## src/rtl/operand_forwarding_unit_pkg.sv

```systemverilog
// ---------------------------------------------------------------------------
// operand_forwarding_unit_pkg
// Shared definitions for the operand forwarding / hazard tracking stage that
// sits behind the 32x32 register file.
//   XLEN, RADDR_W   : datapath and register index widths
//   fwd_sel_e       : operand source codes (RF, EX, MEM, WB)
//   slot_t          : one tracking slot {valid, rd, we, is_load}
//   SLOT_BUBBLE     : an empty slot
//   slot_writes()   : does a slot produce the register a source wants
// ---------------------------------------------------------------------------
package operand_forwarding_unit_pkg;

  localparam int XLEN    = 32;
  localparam int RADDR_W = 5;

  // Source codes for a resolved operand; the encoding is visible on the
  // fwd_sel outputs so the numeric values matter.
  typedef enum logic [1:0] {
    FWD_RF  = 2'd0,
    FWD_EX  = 2'd1,
    FWD_MEM = 2'd2,
    FWD_WB  = 2'd3
  } fwd_sel_e;

  // What the unit remembers about an instruction in flight.
  typedef struct packed {
    logic               valid;
    logic [RADDR_W-1:0] rd;
    logic               we;
    logic               is_load;
  } slot_t;

  localparam slot_t SLOT_BUBBLE = slot_t'('0);

  // A slot can supply a source only if it is a real instruction that writes
  // the same non-zero register the consumer actually reads. x0 is never
  // forwarded because its architectural value is always zero.
  function automatic logic slot_writes(input slot_t              s,
                                       input logic [RADDR_W-1:0] rs,
                                       input logic               useRs);
    return s.valid && s.we && (s.rd == rs) && (rs != '0) && useRs;
  endfunction

endpackage

```

## src/rtl/operand_forwarding_unit_if.sv

```systemverilog
// ---------------------------------------------------------------------------
// operand_forwarding_unit_if
// Bundles the decode-side, register-file and result buses of the forwarding
// stage.
//   master : pipeline side; drives decode fields, flush, rf read data and the
//            EX/MEM/WB results, receives operands, selects, stall and the
//            register file write port
//   slave  : the forwarding unit itself
// ---------------------------------------------------------------------------
interface operand_forwarding_unit_if;
  import operand_forwarding_unit_pkg::*;

  logic               id_valid;
  logic [RADDR_W-1:0] id_rs1;
  logic [RADDR_W-1:0] id_rs2;
  logic               id_use_rs1;
  logic               id_use_rs2;
  logic [RADDR_W-1:0] id_rd;
  logic               id_rd_we;
  logic               id_is_load;
  logic               flush;

  logic [XLEN-1:0]    rf_pa;
  logic [XLEN-1:0]    rf_pb;
  logic [XLEN-1:0]    ex_result;
  logic [XLEN-1:0]    mem_result;
  logic [XLEN-1:0]    wb_result;

  logic [XLEN-1:0]    op_a;
  logic [XLEN-1:0]    op_b;
  logic [1:0]         fwd_sel_a;
  logic [1:0]         fwd_sel_b;
  logic               stall;

  logic               rf_we;
  logic [RADDR_W-1:0] rf_rw;
  logic [XLEN-1:0]    rf_pw;

  modport master (
    output id_valid, id_rs1, id_rs2, id_use_rs1, id_use_rs2,
           id_rd, id_rd_we, id_is_load, flush,
           rf_pa, rf_pb, ex_result, mem_result, wb_result,
    input  op_a, op_b, fwd_sel_a, fwd_sel_b, stall,
           rf_we, rf_rw, rf_pw
  );

  modport slave (
    input  id_valid, id_rs1, id_rs2, id_use_rs1, id_use_rs2,
           id_rd, id_rd_we, id_is_load, flush,
           rf_pa, rf_pb, ex_result, mem_result, wb_result,
    output op_a, op_b, fwd_sel_a, fwd_sel_b, stall,
           rf_we, rf_rw, rf_pw
  );

endinterface

```

## src/rtl/operand_forwarding_unit_operand_select.sv

```systemverilog
// ---------------------------------------------------------------------------
// operand_select
// Resolves one source operand against the three in-flight slots.
//   rs_i, use_i                      : source index and "really reads it"
//   ex_slot_i, mem_slot_i, wb_slot_i : tracking slots, youngest first
//   ex_result_i .. wb_result_i       : matching result buses
//   rf_value_i                       : register file read data
//   operand_o, fwd_sel_o             : resolved value and its source
//   load_hit_o                       : youngest producer is a load still in
//                                      EX, so the value does not exist yet
// Purely combinational.
// ---------------------------------------------------------------------------
module operand_select
  import operand_forwarding_unit_pkg::*;
(
  input  logic [RADDR_W-1:0] rs_i,
  input  logic               use_i,
  input  slot_t              ex_slot_i,
  input  slot_t              mem_slot_i,
  input  slot_t              wb_slot_i,
  input  logic [XLEN-1:0]    ex_result_i,
  input  logic [XLEN-1:0]    mem_result_i,
  input  logic [XLEN-1:0]    wb_result_i,
  input  logic [XLEN-1:0]    rf_value_i,
  output logic [XLEN-1:0]    operand_o,
  output fwd_sel_e           fwd_sel_o,
  output logic               load_hit_o
);

  logic exHit;
  logic memHit;
  logic wbHit;

  assign exHit  = slot_writes(ex_slot_i,  rs_i, use_i);
  assign memHit = slot_writes(mem_slot_i, rs_i, use_i);
  assign wbHit  = slot_writes(wb_slot_i,  rs_i, use_i);

  // Youngest producer wins. A load sitting in EX has no data yet, so it is
  // skipped for selection and reported as a load hit instead; the operand
  // then falls back to older producers, which is harmless because the
  // consumer is turned into a bubble while the stall is up.
  // WB must still be forwarded: the register file is written on the same
  // edge, so this cycle's read data is still the old value.
  always_comb begin
    operand_o  = rf_value_i;
    fwd_sel_o  = FWD_RF;
    load_hit_o = exHit && ex_slot_i.is_load;

    if (exHit && !ex_slot_i.is_load) begin
      operand_o = ex_result_i;
      fwd_sel_o = FWD_EX;
    end else if (memHit) begin
      operand_o = mem_result_i;
      fwd_sel_o = FWD_MEM;
    end else if (wbHit) begin
      operand_o = wb_result_i;
      fwd_sel_o = FWD_WB;
    end
  end

endmodule

```

## src/rtl/operand_forwarding_unit.sv

```systemverilog
// ---------------------------------------------------------------------------
// operand_forwarding_unit
// Hazard tracking and operand forwarding stage placed after the register
// file. Tracks the destination of the instructions in EX, MEM and WB,
// replaces stale register file reads with in-flight results, raises a
// load-use stall, and drives the register file write port from WB.
//   clk   : pipeline clock, state advances on the rising edge
//   reset : synchronous, active-high; empties every tracking slot
//   bus   : operand_forwarding_unit_if.slave (decode fields, flush, rf read
//           data, EX/MEM/WB results in; operands, selects, stall and the rf
//           write port out)
// All outputs are combinational from the slots and the current inputs.
// ---------------------------------------------------------------------------
module operand_forwarding_unit
  import operand_forwarding_unit_pkg::*;
(
  input  logic                          clk,
  input  logic                          reset,
  operand_forwarding_unit_if.slave      bus
);

  slot_t           exSlot_q;
  slot_t           memSlot_q;
  slot_t           wbSlot_q;
  slot_t           exSlot_d;
  slot_t           memSlot_d;
  slot_t           wbSlot_d;
  slot_t           decodeEntry;

  logic            loadHitA;
  logic            loadHitB;
  logic            loadUse;
  fwd_sel_e        selA;
  fwd_sel_e        selB;
  logic [XLEN-1:0] opA;
  logic [XLEN-1:0] opB;

  // One resolver per source port; both look at the same slots.
  operand_select uSelA (
    .rs_i         (bus.id_rs1),
    .use_i        (bus.id_use_rs1),
    .ex_slot_i    (exSlot_q),
    .mem_slot_i   (memSlot_q),
    .wb_slot_i    (wbSlot_q),
    .ex_result_i  (bus.ex_result),
    .mem_result_i (bus.mem_result),
    .wb_result_i  (bus.wb_result),
    .rf_value_i   (bus.rf_pa),
    .operand_o    (opA),
    .fwd_sel_o    (selA),
    .load_hit_o   (loadHitA)
  );

  operand_select uSelB (
    .rs_i         (bus.id_rs2),
    .use_i        (bus.id_use_rs2),
    .ex_slot_i    (exSlot_q),
    .mem_slot_i   (memSlot_q),
    .wb_slot_i    (wbSlot_q),
    .ex_result_i  (bus.ex_result),
    .mem_result_i (bus.mem_result),
    .wb_result_i  (bus.wb_result),
    .rf_value_i   (bus.rf_pb),
    .operand_o    (opB),
    .fwd_sel_o    (selB),
    .load_hit_o   (loadHitB)
  );

  // Next-state for the tracking pipeline. The decode instruction enters EX
  // unless it is squashed by a flush or held back by a load-use stall, in
  // which case EX gets a bubble. A flush also suppresses the stall output,
  // since the instruction that wanted the load data no longer exists.
  always_comb begin
    loadUse     = loadHitA | loadHitB;
    decodeEntry = '{valid:   bus.id_valid,
                    rd:      bus.id_rd,
                    we:      bus.id_rd_we,
                    is_load: bus.id_is_load};
    exSlot_d    = (bus.flush || loadUse) ? SLOT_BUBBLE : decodeEntry;
    memSlot_d   = exSlot_q;
    wbSlot_d    = memSlot_q;
  end

  // Slot registers. Reset drops everything in flight, including a write
  // that would otherwise have reached the register file later.
  always_ff @(posedge clk) begin
    if (reset) begin
      exSlot_q  <= SLOT_BUBBLE;
      memSlot_q <= SLOT_BUBBLE;
      wbSlot_q  <= SLOT_BUBBLE;
    end else begin
      exSlot_q  <= exSlot_d;
      memSlot_q <= memSlot_d;
      wbSlot_q  <= wbSlot_d;
    end
  end

  // Output drive. Writes to x0 are suppressed here so the register file
  // never has to special-case index zero.
  always_comb begin
    bus.op_a      = opA;
    bus.op_b      = opB;
    bus.fwd_sel_a = selA;
    bus.fwd_sel_b = selB;
    bus.stall     = loadUse && !bus.flush;
    bus.rf_we     = wbSlot_q.valid && wbSlot_q.we && (wbSlot_q.rd != '0);
    bus.rf_rw     = wbSlot_q.rd;
    bus.rf_pw     = bus.wb_result;
  end

endmodule
```

## src/flat_wrapper.sv

```systemverilog
// flat-port wrapper written by rule: the top's interface ports become plain ports
module operand_forwarding_unit_flat import operand_forwarding_unit_pkg::*;
  (clk, reset, bus_id_valid, bus_id_rs1, bus_id_rs2, bus_id_use_rs1, bus_id_use_rs2, bus_id_rd, bus_id_rd_we, bus_id_is_load, bus_flush, bus_rf_pa, bus_rf_pb, bus_ex_result, bus_mem_result, bus_wb_result, bus_op_a, bus_op_b, bus_fwd_sel_a, bus_fwd_sel_b, bus_stall, bus_rf_we, bus_rf_rw, bus_rf_pw);
  operand_forwarding_unit_if bus_i ();
  input  logic clk;
  input  logic reset;
  input wire logic [$bits(bus_i.id_valid)-1:0] bus_id_valid;
  input wire logic [$bits(bus_i.id_rs1)-1:0] bus_id_rs1;
  input wire logic [$bits(bus_i.id_rs2)-1:0] bus_id_rs2;
  input wire logic [$bits(bus_i.id_use_rs1)-1:0] bus_id_use_rs1;
  input wire logic [$bits(bus_i.id_use_rs2)-1:0] bus_id_use_rs2;
  input wire logic [$bits(bus_i.id_rd)-1:0] bus_id_rd;
  input wire logic [$bits(bus_i.id_rd_we)-1:0] bus_id_rd_we;
  input wire logic [$bits(bus_i.id_is_load)-1:0] bus_id_is_load;
  input wire logic [$bits(bus_i.flush)-1:0] bus_flush;
  input wire logic [$bits(bus_i.rf_pa)-1:0] bus_rf_pa;
  input wire logic [$bits(bus_i.rf_pb)-1:0] bus_rf_pb;
  input wire logic [$bits(bus_i.ex_result)-1:0] bus_ex_result;
  input wire logic [$bits(bus_i.mem_result)-1:0] bus_mem_result;
  input wire logic [$bits(bus_i.wb_result)-1:0] bus_wb_result;
  output wire logic [$bits(bus_i.op_a)-1:0] bus_op_a;
  output wire logic [$bits(bus_i.op_b)-1:0] bus_op_b;
  output wire logic [$bits(bus_i.fwd_sel_a)-1:0] bus_fwd_sel_a;
  output wire logic [$bits(bus_i.fwd_sel_b)-1:0] bus_fwd_sel_b;
  output wire logic [$bits(bus_i.stall)-1:0] bus_stall;
  output wire logic [$bits(bus_i.rf_we)-1:0] bus_rf_we;
  output wire logic [$bits(bus_i.rf_rw)-1:0] bus_rf_rw;
  output wire logic [$bits(bus_i.rf_pw)-1:0] bus_rf_pw;
  assign bus_i.id_valid = bus_id_valid;
  assign bus_i.id_rs1 = bus_id_rs1;
  assign bus_i.id_rs2 = bus_id_rs2;
  assign bus_i.id_use_rs1 = bus_id_use_rs1;
  assign bus_i.id_use_rs2 = bus_id_use_rs2;
  assign bus_i.id_rd = bus_id_rd;
  assign bus_i.id_rd_we = bus_id_rd_we;
  assign bus_i.id_is_load = bus_id_is_load;
  assign bus_i.flush = bus_flush;
  assign bus_i.rf_pa = bus_rf_pa;
  assign bus_i.rf_pb = bus_rf_pb;
  assign bus_i.ex_result = bus_ex_result;
  assign bus_i.mem_result = bus_mem_result;
  assign bus_i.wb_result = bus_wb_result;
  assign bus_op_a = bus_i.op_a;
  assign bus_op_b = bus_i.op_b;
  assign bus_fwd_sel_a = bus_i.fwd_sel_a;
  assign bus_fwd_sel_b = bus_i.fwd_sel_b;
  assign bus_stall = bus_i.stall;
  assign bus_rf_we = bus_i.rf_we;
  assign bus_rf_rw = bus_i.rf_rw;
  assign bus_rf_pw = bus_i.rf_pw;
  operand_forwarding_unit u_core (.clk(clk), .reset(reset), .bus(bus_i));
endmodule
```

## config.mk

```make
export PLATFORM = sky130hd
export DESIGN_NAME = operand_forwarding_unit_flat
export DESIGN_NICKNAME = d
export VERILOG_FILES = /design/src/rtl/operand_forwarding_unit_pkg.sv /design/src/rtl/operand_forwarding_unit_if.sv /design/src/rtl/operand_forwarding_unit_operand_select.sv /design/src/rtl/operand_forwarding_unit.sv /design/src/flat_wrapper.sv
export SDC_FILE = /design/constraint.sdc
export NUM_CORES = 1
export LEC_CHECK = 0
export ABC_AREA = 1
export CAP_MARGIN = 25
export CORE_ASPECT_RATIO = 0.9
export CORE_UTILIZATION = 33
export CTS_CLUSTER_SIZE = 10
export DETAILED_ROUTE_END_ITERATION = 16
export PLACE_DENSITY_LB_ADDON = 0.3
export SLEW_MARGIN = 20
export SYNTH_ARGS = -nofsm -noshare
export SYNTH_HDL_FRONTEND = slang
export SYNTH_SLANG_ARGS = --single-unit
```

## constraint.sdc

```tcl
create_clock -name clk -period 1.6 [get_ports clk]
set_input_delay 0.32 -clock clk [delete_from_list [all_inputs] [get_ports clk]]
set_output_delay 0.32 -clock clk [all_outputs]
set_load 0.005 [all_outputs]
```

==> results.cfg <==
[power_and_ir_drop]
p_total_mw = 2.43
power.leakage_nw = 4.69
power_frac_clock = 0.284
ir_drop_uv = 825
power.switching_mw = 0.690
powerDensity_nw_per_um2 = 268
combPwrFrac = 0.479
p_seq_frac = 0.237
p_int_mw = 1.74
swShare = 0.284

[critical_path]
path_max_fanout = 6
startpoint_type = register
r2r_start = u_core.exSlot_q[5]
reg2reg_slack_ns = 0.18
cp_slowest_stage_delay_ns = 0.35
critical_path.top_delay_family = buffers and inverters
crit_chain = buf_6 > nand2_2 > nand2_2 > nor2_2 > nand2_2 > buf_6 > inv_4 > nand2_8 > buf_8 > buf_6 > nand3_2 > nand2_1 > nor2_1 > nor2_1 > buf_2
startpoint = u_core.bus.rf_rw[3]
required_ns = 1.28
slowest_stage = dfxtp_4
end_kind = primary output
rr_endpoint = u_core.exSlot_q[3]
crit_buf_inv = 6
endpoint = bus_op_b[25]
critical_path_class = reg -> out
ff2ff_path_depth = 9
cp.depth = 15
worstPathArrival_ns = 1.95

[clock_tree]
cts_buffers = 3
clk_pin_slew_ns = 0.06
worstSkewPairLatency_ns = 0.25
cts_buffer_depth = 2
tritoncts = built
cts.sinks = 22
cts_root_buffer = clkbuf_16
hold_buffers = 0
htree_levels = 1

[place]
io_buffers = 289
gp_congestion = 0.908
dp.cells = 1262
dpl.hpwl_um = 14100
preCtsSetupSlack_ns = -1.31
placed_area_um2 = 7290

[grt]
grt_pass1_vias = 6103
antenna_found_initial = 0
grt_pass1_wl_um = 31200
grt_max_degree = 27
grt_usage = 0.300
grt_overflow = 0

[sta]
hold_ws_ns = 0.450
period_minus_slack_ns = 2.27
skew_ns = 0.00266
fin_ws_ns = -0.674
fmax_mhz = 440
setup_viol = 69
relSlewSlack = 0.855
period_share = 1.42
rsz0062_at_grt = true
slew_viol_final = 0
hold_violations = 0
tightest_slew_ns = 0.217

[drt]
dr.pass1.iters = 5
wire_per_inst_um = 17.2
totalWireLength_um = 22900
remaining_drc_errors = 0
detail-route-antenna-nets = 0
num_vias = 6731
drt_iter0_drc = 590
viasPerCell = 5.05

[die]
start_util = 0.345
rows = 38
core_um2 = 12300
die_width_um = 122
die_h_um = 110
die_area_um2 = 13300
io_pins = 290

[synth]
postSynthCellCount = 836
postSynthAreaPerCell_um2 = 5.08
yosys_warnings = 0
ys_seq_area_frac = 0.104
synth_cell_type_count = 28
syn_area_um2 = 4250
synth_nets = 1019
synth-seq-cells = 22

[flow_run]
drv_cap = 0

[final_layout]
final_common_cell = nor2_1
final_cell_mix = nor2_1 (197), nand2_1 (182), clkdlybuf4s50_1 (173)
drive_above_1_share = 0.393
area_growth_pct = 113
instances_no_fill = 1332
design_area_um2 = 9050
nNetsFinal = 1355

[worst_hold_path]
hold_class = reg -> reg

[outcome]
status = complete, but fails checks
violations = negative setup slack
[metrics by stage]
stage               TNS, ns  utilization
floorplan           -0.0121            -
global placement     -92.26        0.592
detailed placement   -93.67        0.592
CTS                  -41.61        0.677
global route         -48.58        0.735
finish               -41.29        0.735
[synthesized netlist by cell type]
cell type	count	area, um^2
xnor2_1	11	96.3
nand2_1	264	991
and2_1	1	6.26
nand3_1	127	636
nor3b_1	1	7.51
nor3b_4	1	18.8
nand3_4	1	17.5
clkinv_1	1	3.75
nand4_1	5	31.3
dfxtp_1	22	440
inv_2	11	41.3
buf_8	2	30.0
buf_2	19	95.1
inv_1	42	158
nor2_4	2	22.5
o21ai_0	3	15.0
nand2_2	5	31.3
nor3_1	1	5.00
nor2_8	2	40.0
nand3_2	10	100
o31ai_1	1	7.51
buf_4	41	308
buf_6	18	203
clkbuf_1	3	11.3
nor2_1	232	871
nor2_2	3	18.8
a21oi_1	6	30.0
nand2_4	1	11.3
[what timing repair did]
item / 4_1_cts / 5_1_grt
gates cloned: 16 / 9
hold endpoints to repair: 0 / 0
pin swaps: 91 / 157
setup endpoints to repair: 111 / 78
gates resized for setup: 487 / 202
setup buffers: 42 / 8
[worst min-delay path by stage]
stage                     endpoint  slack (ns)           startpoint  depth (start not counted)
5_1_grt         u_core.wbSlot_q[1]        0.46  u_core.memSlot_q[1]                          2
3_3_place_gp    u_core.wbSlot_q[1]        0.41  u_core.memSlot_q[1]                          2
4_1_cts         u_core.wbSlot_q[1]        0.44  u_core.memSlot_q[1]                          2
3_5_place_dp    u_core.wbSlot_q[1]        0.42  u_core.memSlot_q[1]                          2
2_1_floorplan  u_core.bus.rf_rw[0]        0.38                reset                          1
6_report        u_core.wbSlot_q[1]        0.45  u_core.memSlot_q[1]                          2
[sequential cells by signal, summed over array words and instances (netlist names)]
name	cells
u_core.memSlot_q	7
u_core.wbSlot_q	2
u_core.exSlot_q	8
u_core.bus.rf_rw	5
[power groups by stage]
stage | registers [mW] | clock network [mW] | logic [mW]
after global placement | 0.592 | 0 | 1.13
final | 0.575 | 0.688 | 1.16
after CTS | 0.579 | 0.699 | 1.09
after detailed placement | 0.592 | 0 | 1.14
after floorplan | 0.586 | 0 | 0.348
after global routing | 0.576 | 0.735 | 1.25
[worst reg2reg max path, cell delays in order, from the launching register on]
cell	delay, ns
dfxtp_2	0.32
buf_6	0.12
xnor2_2	0.17
nand2_1	0.11
nor2_4	0.15
nand2_1	0.08
nand2_1	0.09
nand2_2	0.07
nand2_2	0.15
nor2_1	0.07
[cell families after synthesis]
group                  after synthesis  synth area share
AND/OR/NAND/NOR                    656             0.661
flip-flops                          22             0.104
buffers and inverters              137             0.200
AO/OA/AOI/OAI                       10            0.0124
XOR/XNOR                            11            0.0227
[final cells by class]
cell class / count / area, um^2
antenna: 1 / 2.50
clock buffer: 3 / 75.1
clock inverter: 1 / 30.0
fill: 1056 / 3260
inverter: 54 / 220
multi-input combinational: 677 / 3780
sequential: 22 / 490
tap: 160 / 200
timing repair buffer: 414 / 4250
[per-layer routing]
layer	GRT usage	wire length (um)	up-vias
met3	0.0410	2030	81
li1	-	-	3248
met1	0.372	8650	2996
met2	0.524	11100	406
met4	0.119	1120	0
met5	0	0	-
(Power assumes the default switching activity.)
